<file path="config.mk">
export PLATFORM = sky130hd
export DESIGN_NAME = switch_debouncer_bank_flat
export DESIGN_NICKNAME = d
export VERILOG_FILES = /design/src/rtl/board_io_pkg.sv /design/src/rtl/switch_debouncer_bank_if.sv /design/src/rtl/debounce_channel.sv /design/src/rtl/switch_debouncer_bank.sv /design/src/flat_wrapper.sv
export SDC_FILE = /design/constraint.sdc
export NUM_CORES = 1
export LEC_CHECK = 0
export BUFFER_PORTS_ARGS = -buffer_cell sky130_fd_sc_hd__buf_2
export CORE_AREA = 2 2 61 63
export DETAILED_ROUTE_END_ITERATION = 12
export DIE_AREA = 0 0 63 65
export MAX_ROUTING_LAYER = met4
export PLACE_DENSITY_LB_ADDON = 0.15
export SYNTH_ARGS = -nofsm -noshare
export SYNTH_HDL_FRONTEND = slang
export SYNTH_SLANG_ARGS = --single-unit
</file>
<file path="constraint.sdc">
create_clock -name CLOCK_50 -period 1.3 [get_ports CLOCK_50]
set_input_delay 0.13 -clock CLOCK_50 [delete_from_list [all_inputs] [get_ports CLOCK_50]]
set_output_delay 0.13 -clock CLOCK_50 [all_outputs]
set_load 0.03 [all_outputs]
</file>
<file path="src/rtl/board_io_pkg.sv">
// Shared definitions for board-input blocks.
//   MODE_FOLLOW / MODE_TOGGLE : LED drive mode encodings
//   cnt_width()               : width of a counter that must hold values 0..max_count
package board_io_pkg;

  localparam logic MODE_FOLLOW = 1'b0;
  localparam logic MODE_TOGGLE = 1'b1;

  // Width of a counter that can represent max_count, never less than one bit.
  function automatic int unsigned cnt_width(input int unsigned max_count);
    int unsigned w;
    w = $clog2(max_count + 1);
    return (w < 1) ? 1 : w;
  endfunction

endpackage

</file>
<file path="src/rtl/switch_debouncer_bank_if.sv">
// Switch-bank signal bundle.
//   SW, MODE, CLR                         : driven by the board side (master)
//   SW_DB, RISE, FALL, ANY_CHANGE, LEDR   : driven by the debouncer bank (slave)
interface switch_debouncer_bank_if #(
  parameter int unsigned WIDTH = 4
);
  logic [WIDTH-1:0] SW;
  logic             MODE;
  logic             CLR;
  logic [WIDTH-1:0] SW_DB;
  logic [WIDTH-1:0] RISE;
  logic [WIDTH-1:0] FALL;
  logic             ANY_CHANGE;
  logic [WIDTH-1:0] LEDR;

  modport master (
    output SW, MODE, CLR,
    input  SW_DB, RISE, FALL, ANY_CHANGE, LEDR
  );

  modport slave (
    input  SW, MODE, CLR,
    output SW_DB, RISE, FALL, ANY_CHANGE, LEDR
  );
endinterface

</file>
<file path="src/rtl/debounce_channel.sv">
// One switch channel: two-flop synchroniser, stability counter, debounced level
// and registered one-cycle rise/fall strobes.
//   clk_i   : system clock
//   rst_i   : asynchronous active-high reset
//   sw_i    : raw asynchronous switch input
//   sw_db_o : debounced level
//   rise_o  : high for the cycle sw_db_o first shows 1
//   fall_o  : high for the cycle sw_db_o first shows 0
module debounce_channel
  import board_io_pkg::*;
#(
  parameter int unsigned DEBOUNCE_CYCLES = 16
) (
  input  logic clk_i,
  input  logic rst_i,
  input  logic sw_i,
  output logic sw_db_o,
  output logic rise_o,
  output logic fall_o
);

  localparam int unsigned   CntW   = cnt_width(DEBOUNCE_CYCLES);
  localparam logic [CntW-1:0] CntMax = CntW'(DEBOUNCE_CYCLES - 1);

  logic            s1_q, s2_q;
  logic            db_q, db_d;
  logic            rise_q, rise_d;
  logic            fall_q, fall_d;
  logic [CntW-1:0] cnt_q, cnt_d;

  // Count consecutive samples that disagree with the accepted level; any agreeing
  // sample restarts the count, so a bounce never reaches CntMax.
  always_comb begin
    db_d   = db_q;
    cnt_d  = '0;
    rise_d = 1'b0;
    fall_d = 1'b0;
    if (s2_q != db_q) begin
      if (cnt_q == CntMax) begin
        db_d   = s2_q;
        rise_d = s2_q;
        fall_d = ~s2_q;
      end else begin
        cnt_d = cnt_q + CntW'(1);
      end
    end
  end

  always_ff @(posedge clk_i or posedge rst_i) begin
    if (rst_i) begin
      s1_q   <= 1'b0;
      s2_q   <= 1'b0;
      db_q   <= 1'b0;
      cnt_q  <= '0;
      rise_q <= 1'b0;
      fall_q <= 1'b0;
    end else begin
      s1_q   <= sw_i;
      s2_q   <= s1_q;
      db_q   <= db_d;
      cnt_q  <= cnt_d;
      rise_q <= rise_d;
      fall_q <= fall_d;
    end
  end

  assign sw_db_o = db_q;
  assign rise_o  = rise_q;
  assign fall_o  = fall_q;

endmodule

</file>
<file path="src/rtl/switch_debouncer_bank.sv">
// Bank of debounced board switches driving LEDs.
//   CLOCK_50 : system clock, rising edge
//   RST      : asynchronous active-high reset
//   bus      : slave side of the switch bundle
//              SW (raw), MODE (0 follow / 1 toggle), CLR (clear toggle latches)
//              SW_DB, RISE, FALL, ANY_CHANGE, LEDR
// Each channel is debounced independently; the top keeps the per-channel toggle
// latches, the LED mode mux and the any-change reduction.
module switch_debouncer_bank
  import board_io_pkg::*;
#(
  parameter int unsigned WIDTH           = 4,
  parameter int unsigned DEBOUNCE_CYCLES = 16
) (
  input logic                    CLOCK_50,
  input logic                    RST,
  switch_debouncer_bank_if.slave bus
);

  logic [WIDTH-1:0] sw_db;
  logic [WIDTH-1:0] rise;
  logic [WIDTH-1:0] fall;
  logic [WIDTH-1:0] t_q, t_d;

  for (genvar i = 0; i < WIDTH; i++) begin : g_ch
    debounce_channel #(
      .DEBOUNCE_CYCLES(DEBOUNCE_CYCLES)
    ) u_ch (
      .clk_i  (CLOCK_50),
      .rst_i  (RST),
      .sw_i   (bus.SW[i]),
      .sw_db_o(sw_db[i]),
      .rise_o (rise[i]),
      .fall_o (fall[i])
    );
  end

  // Clear wins over a coincident rise; latches keep updating in follow mode.
  always_comb begin
    t_d = t_q ^ rise;
    if (bus.CLR) begin
      t_d = '0;
    end
  end

  always_ff @(posedge CLOCK_50 or posedge RST) begin
    if (RST) begin
      t_q <= '0;
    end else begin
      t_q <= t_d;
    end
  end

  assign bus.SW_DB      = sw_db;
  assign bus.RISE       = rise;
  assign bus.FALL       = fall;
  assign bus.ANY_CHANGE = |(rise | fall);
  assign bus.LEDR       = (bus.MODE == MODE_TOGGLE) ? t_q : sw_db;

endmodule

</file>
<file path="src/flat_wrapper.sv">
// flat-port wrapper written by rule: the top's interface ports become plain ports
module switch_debouncer_bank_flat import board_io_pkg::*;
#(
  parameter int unsigned WIDTH           = 4,
  parameter int unsigned DEBOUNCE_CYCLES = 16
)
  (CLOCK_50, RST, bus_SW, bus_MODE, bus_CLR, bus_SW_DB, bus_RISE, bus_FALL, bus_ANY_CHANGE, bus_LEDR);
  switch_debouncer_bank_if #(.WIDTH(WIDTH)) bus_i ();
  input logic CLOCK_50;
  input logic RST;
  input wire logic [$bits(bus_i.SW)-1:0] bus_SW;
  input wire logic [$bits(bus_i.MODE)-1:0] bus_MODE;
  input wire logic [$bits(bus_i.CLR)-1:0] bus_CLR;
  output wire logic [$bits(bus_i.SW_DB)-1:0] bus_SW_DB;
  output wire logic [$bits(bus_i.RISE)-1:0] bus_RISE;
  output wire logic [$bits(bus_i.FALL)-1:0] bus_FALL;
  output wire logic [$bits(bus_i.ANY_CHANGE)-1:0] bus_ANY_CHANGE;
  output wire logic [$bits(bus_i.LEDR)-1:0] bus_LEDR;
  assign bus_i.SW = bus_SW;
  assign bus_i.MODE = bus_MODE;
  assign bus_i.CLR = bus_CLR;
  assign bus_SW_DB = bus_i.SW_DB;
  assign bus_RISE = bus_i.RISE;
  assign bus_FALL = bus_i.FALL;
  assign bus_ANY_CHANGE = bus_i.ANY_CHANGE;
  assign bus_LEDR = bus_i.LEDR;
  switch_debouncer_bank #(.WIDTH(WIDTH), .DEBOUNCE_CYCLES(DEBOUNCE_CYCLES)) u_core (.CLOCK_50(CLOCK_50), .RST(RST), .bus(bus_i));
endmodule
</file>
==> metrics.md, run 1 <==
| Metric | Value |
|---|---|
| Cell Area, Synth | `0.00180 mm^2` |
| Critical path buffers and inverters | `1` |
| Hold Fails Final Rpt | `0` |
| Top cells by area, synth | `dfrtp_1, xor2_1, buf_4` |
| Maximum vdd drop | `0.678 mV` |
| Failing checks | `negative setup slack` |
| CP peak stage delay | `400 ps` |
| Drt wl/cell | `13.7 um` |
| Die area | `0.00410 mm^2` |
| Final Core Density | `61.4%` |
| Placer Congestion | `0.830` |
| Worst slew margin | `80.3%` |
| Largest area contributor in the netlist | `dfrtp_1` |
| Vias in the first global route | `1151` |
| Synthesis-to-finish area growth | `19.1%` |
| MaxCap Viol Count | `0` |
| Final setup violation count | `3` |
| Commonest non-fill, non-tap cell in the layout | `dfrtp_1` |
| GRT overflow | `0` |
| Startpoint Class | `flop` |
| Clock buffer depth | `2` |
| Final WL | `2980 um` |
| Die H | `65 um` |
| Antenna Cells | `0` |
| Commonest cells after routing, fill and taps aside | `dfrtp_1, buf_2, nor2_1, xor2_1, nand2_1` |
| Status | `complete, but fails checks` |
| Root Driver | `clkbuf_4` |
| Placed cell count | `197` |
| Post-DP HPWL | `1910 um` |
| Initial Util | `51.6%` |
| Clock Skew | `5.48 ps` |
| I/O pins | `25` |
| Slew Viols, Final | `0` |
| Syn nets | `148` |
| DRT iter0 DRCs | `26` |
| F_max | `704 MHz` |
| Critical Path Sink Type | `output pin` |
| CTS tree | `built` |
| Router iterations before antenna repair | `3` |
| Min cycle time layout | `1420 ps` |
| Post-route worst setup slack | `-120 ps` |
| Core footprint | `0.00350 mm^2` |
| Worst-Margin Slew | `294 ps` |
| DRC | `0` |
| Post-route insts no fill | `218` |
| CP max FO | `2` |
| Synth Instances | `136` |
| Initial antenna violation count | `0` |
| Std cell rows | `22` |
| Layout Nets | `182` |
| Seq/Total Area, Yosys | `61.1%` |
| DIE WIDTH | `63 um` |
| RSZ-0062 raised after global routing | `true` |
| Clock sinks | `44` |
| Synth Area per Inst | `13.3 um^2` |
| Final period util | `109%` |
| Largest delay share family, worst path | `flip-flops` |
| CTS buffer count | `5` |
| Yosys warning count | `0` |
| Via/cell ratio | `4.88` |
| Crit path cell chain | `nor4_2, nand2_1, buf_6` |
| Yosys top cell area share | `61.1%` |
| WP data arrival | `1290 ps` |
| Leak Pwr | `1.21 nW` |
| Clock Latency Late Sink | `340 ps` |
| Worst EP required | `1170 ps` |
| Seq cells post-synth | `44` |
| Critical path type | `reg -> out` |
| Share of layout cells above drive strength 1 | `33.5%` |
| CTS H-Tree Depth | `2` |
| First-pass GRT wire length | `5040 um` |
| Pwr/cell area | `1020 mW/mm^2` |
| Reg clk slew, reported paths | `110 ps` |
| Worst Hold Class | `reg -> reg` |
| Antenna viol nets, final | `0` |
| Via count | `1063` |
| Largest net degree at the start of global routing | `45` |
| Distinct cells, synth | `20` |
| Gr usage total | `17.3%` |
| Slowest library cell on the worst path | `dfrtp_1` |
| Port buffer count | `24` |
-- final timing paths --
path,startpoint,to,slack (ps),cells past startpoint
worst max-delay path,u_core.g_ch[1].u_ch.fall_o,bus_ANY_CHANGE,-120,3
worst min-delay path,u_core.g_ch[0].u_ch.s1_q,u_core.g_ch[0].u_ch.s2_q,360,0
worst max register to register,u_core.g_ch[2].u_ch.cnt_q[0],u_core.g_ch[2].u_ch.sw_db_o,80,3
worst min register to register,u_core.g_ch[0].u_ch.s1_q,u_core.g_ch[0].u_ch.s2_q,360,0
max in group asynchronous,RST,u_core.g_ch[1].u_ch.sw_db_o,720,4
min in group asynchronous,RST,u_core.g_ch[1].u_ch.cnt_q[4],370,4
-- logic make-up after synthesis --
family | after synthesis | synth area share (%)
buffers and inverters | 13 | 5.20
and+or+nand+nor | 47 | 16.2
muxes | 8 | 5.62
xor gates and xnor gates | 16 | 7.77
adders and majority gates | 4 | 2.78
DFF | 44 | 61.1
AOI/OAI and AO/OA | 4 | 1.39
-- where the power goes --
group	internal [mW]	leakage (nW)	switching [mW]
Sequential	1.41	0.583	0.0378
Clock	0.200	0.0281	0.396
Combinational	0.0644	0.600	0.0709
Total	1.67	1.21	0.505
-- synthesized netlist by cell type --
cell and n:
nand2_1 9, dfrtp_1 44, nand4b_2 3, nor3b_1 8, xnor2_1 4, and3_1 1, a31oi_1 4, nand4b_4 1
nor4_1 2, and2_1 6, xor2_1 12, mux2_1 1, mux2_4 3, inv_1 1, and2_2 1, nand3_1 4
ha_1 4, mux2_2 4, buf_4 12, nor2_1 12
-- metal layers --
layer / part of all wire [%] / up-vias / track usage, %
met5: 0 / - / -
met4: 2.5 / 0 / 10.8
met3: 3.4 / 8 / 4.17
met2: 52 / 24 / 29.0
met1: 42 / 517 / 18.5
li1: - / 514 / -
-- stage by stage --
stage          TNS [ps]  hold slack, ps  area (um^2)  setup WS, ps  total power [mW]
2_1_floorplan         0             161         1800           136              1.54
3_3_place_gp          0             201         1910           117              1.58
3_5_place_dp          0             204         1910          62.9              1.59
4_1_cts            -199             364         2120          -147              2.21
5_1_grt            -465             365         2150          -261              2.30
6_report           -137             361         2150          -120              2.18
-- sequential cells by signal (all words and copies together) (netlist names) --
signal,cells
u_core.g_ch.u_ch.s1_q,4
u_core.g_ch.u_ch.sw_db_o,4
u_core.g_ch.u_ch.fall_o,4
u_core.g_ch.u_ch.s2_q,4
u_core.g_ch.u_ch.rise_o,4
u_core.g_ch.u_ch.cnt_q,20
u_core.t_q,4
-- repair_timing --
item | CTS | global route
endpoints found under the hold margin | 52 | 0
resized for setup | 14 | 6
setup buffers | 7 | 1
hold buffers | 6 | 0
setup endpoints to repair | 5 | 8
pin swaps | 1 | 1
-- area by class of cell --
type,instances,area (um^2)
fillers,273,1350
flip-flops and latches,44,1100
multi-input cells,79,642
repair buffers,39,292
well taps,48,60.1
clock buffers,6,41.3
clock inverters,1,5.00
inverters,1,3.75
Power figures use the tool's default switching activity.
==> inputs of run 2 (changes only) <==
--- a/config.mk
+++ b/config.mk
@@ -12,4 +12,5 @@
 export MAX_ROUTING_LAYER = met4
 export PLACE_DENSITY_LB_ADDON = 0.15
+export REMOVE_ABC_BUFFERS = 1
 export SYNTH_ARGS = -nofsm -noshare
 export SYNTH_HDL_FRONTEND = slang
==> constraint.sdc (replaced) <==
create_clock -name CLOCK_50 -period 1.3 [get_ports CLOCK_50]
set_input_delay 0.065 -clock CLOCK_50 [delete_from_list [all_inputs] [get_ports CLOCK_50]]
set_output_delay 0.065 -clock CLOCK_50 [all_outputs]
set_load 0.03 [all_outputs]
==> run 2 against run 1 <==
  * The run still ends with negative setup slack left
  * Clock skew rose by 6.0 ps
  * Register-to-register slack got worse by 20 ps
  * Sequential share of layout area fell by 0.68 points
  * Sequential power barely moved
  * Flip-flop and latch count did not move
  * Clock power rose by 58%
  * Combinational power fell by 9%
  * Final cell count rose by 0.46%
  * Worst setup slack improved by 65 ps
  * Highest routed layer unchanged
==> metrics.md, run 2 (same netlist as run 1, synthesis figures left out) <==
| Metric | Value |
|---|---|
| Critical Path Sink Type | `output pin` |
| I/O pins | `25` |
| Post-route worst setup slack | `-54.3 ps` |
| R2r worst-path depth | `3` |
| Port buffer count | `24` |
| Post-DP Area | `0.00190 mm^2` |
| CP max FO | `2` |
| DRT iter0 DRCs | `47` |
| Commonest cells after routing, fill and taps aside | `dfrtp_1, buf_2, nor2_1, xor2_1` |
| CP peak stage delay | `430 ps` |
| Gr usage total | `16.2%` |
| CTS buffer count | `5` |
| MaxCap Viol Count | `0` |
| RSZ-0062 raised after global routing | `true` |
| Status | `complete, but fails checks` |
| Worst slew margin | `64.8%` |
| Fin area | `0.00217 mm^2` |
| Antenna viol nets, final | `0` |
| Placer Congestion | `0.815` |
| Startpoint Class | `flop` |
| Failing checks | `negative setup slack` |
| Clock sinks | `44` |
| Maximum vdd drop | `0.650 mV` |
| Share of layout cells above drive strength 1 | `32.7%` |
| Min cycle time layout | `1350 ps` |
| Met1 Wirelength | `1250 um` |
| Max FFs per register | `20` |
| WL met2 | `1380 um` |
| Clock Skew | `11.5 ps` |
| Worst-Margin Slew | `528 ps` |
| Std cell rows | `22` |
| Slew Viols, Final | `0` |
| Root Driver | `clkbuf_4` |
| DIE WIDTH | `63 um` |
| Core footprint | `0.00350 mm^2` |
| Hold path depth | `2` |
| Total Power | `2.51 mW` |
| Worst Hold Class | `in -> reg` |
| Hold Fails Final Rpt | `0` |
| Final setup violation count | `1` |
| Router iterations before antenna repair | `4` |
| F_max | `738 MHz` |
| Initial antenna violation count | `0` |
| Reg clk slew, reported paths | `120 ps` |
| Critical path type | `reg -> out` |
| Via count | `1060` |
| Drt wl/cell | `12.8 um` |
| Die H | `65 um` |
| Top layer in use | `met4` |
| Clock buffer depth | `2` |
| Leak Pwr | `1.22 nW` |
| Slowest library cell on the worst path | `dfrtp_1` |
| CTS H-Tree Depth | `2` |
| Routed length on met3 | `124 um` |
| Worst EP required | `1240 ps` |
| Antenna Cells | `0` |
| Layout Nets | `182` |
| # fillers | `279` |
| GRT overflow | `0` |
| Crit path cell chain | `nor4_4, nand2_1, buf_6` |
| WP data arrival | `1290 ps` |
| Die area | `0.00410 mm^2` |
| First-pass GRT wire length | `4860 um` |
| Pwr/cell area | `1150 mW/mm^2` |
| Synthesis-to-finish area growth | `20.5%` |
| Initial Util | `51.6%` |
| DRC | `0` |
| Post-DP HPWL | `1870 um` |
| Largest net degree at the start of global routing | `45` |
| Clock Latency Late Sink | `350 ps` |
| CTS tree | `built` |
| Vias in the first global route | `1081` |
| Final WL | `2800 um` |
| Top reg by flops | `u_core.g_ch.u_ch.cnt_q` |
| Via/cell ratio | `4.84` |
| Commonest non-fill, non-tap cell in the layout | `dfrtp_1` |
| Final period util | `104%` |
run 2: final timing paths:
kind / startpoint / end / slack (ps)
setup / recovery: u_core.g_ch[1].u_ch.rise_o / bus_ANY_CHANGE / -50
hold / removal: bus_SW[2] / u_core.g_ch[2].u_ch.s1_q / 350
setup reg to reg: u_core.g_ch[3].u_ch.cnt_q[0] / u_core.g_ch[3].u_ch.sw_db_o / 60
hold reg to reg: u_core.g_ch[3].u_ch.s1_q / u_core.g_ch[3].u_ch.s2_q / 350
max in group asynchronous: RST / u_core.g_ch[0].u_ch.sw_db_o / 550
min in group asynchronous: RST / u_core.t_q[0] / 370
run 2: layout make-up:
cell class	instances	area (um^2)	area share [%]
inverter	1	3.75	0.173
timing repair buffer	39	279	12.8
tap	48	60.1	2.76
multi-input combinational	79	633	29.1
clock buffer	7	65.1	2.99
clock inverter	1	30.0	1.38
sequential	44	1100	50.7
run 2: power breakdown:
group	total, mW	switching (mW)	internal [mW]
combinational	0.123	0.0659	0.0573
clock	0.939	0.428	0.511
sequential	1.45	0.0354	1.41
total	2.51	0.529	1.98
run 2: repair_timing:
action                                  4_1_cts  5_1_grt
resized for setup                             4       16
setup buffers                                 6        2
endpoints found under the setup margin        5        6
hold buffers                                  6        0
endpoints found under the hold margin        52        0
run 2: through the flow:
step | setup slack, ps | cells | TNS (ps) | utilization [%] | hold slack, ps
6_report | -54.3 | 219 | -54.3 | 62.2 | 349
5_1_grt | -141 | 219 | -167 | 62.2 | 326
4_1_cts | -99.1 | 217 | -99.1 | 60.5 | 331
3_5_place_dp | 68.6 | 197 | 0 | 54.4 | 175
3_3_place_gp | 114 | 197 | 0 | 54.4 | 173
2_1_floorplan | 135 | 124 | 0 | - | 96.4
run 2: per-layer routing:
layer | global-route usage [%] | vias to the layer above
li1 | - | 514
met1 | 19.6 | 519
met2 | 25.3 | 20
met3 | 5.21 | 7
met4 | 6.94 | 0
met5 | - | -
run 2: worst max-delay path, delay by kind of cell (launching register included):
family,cells,cell delay [ps]
DFF,1,430
buffers and inverters,1,150
and+or+nand+nor,2,360
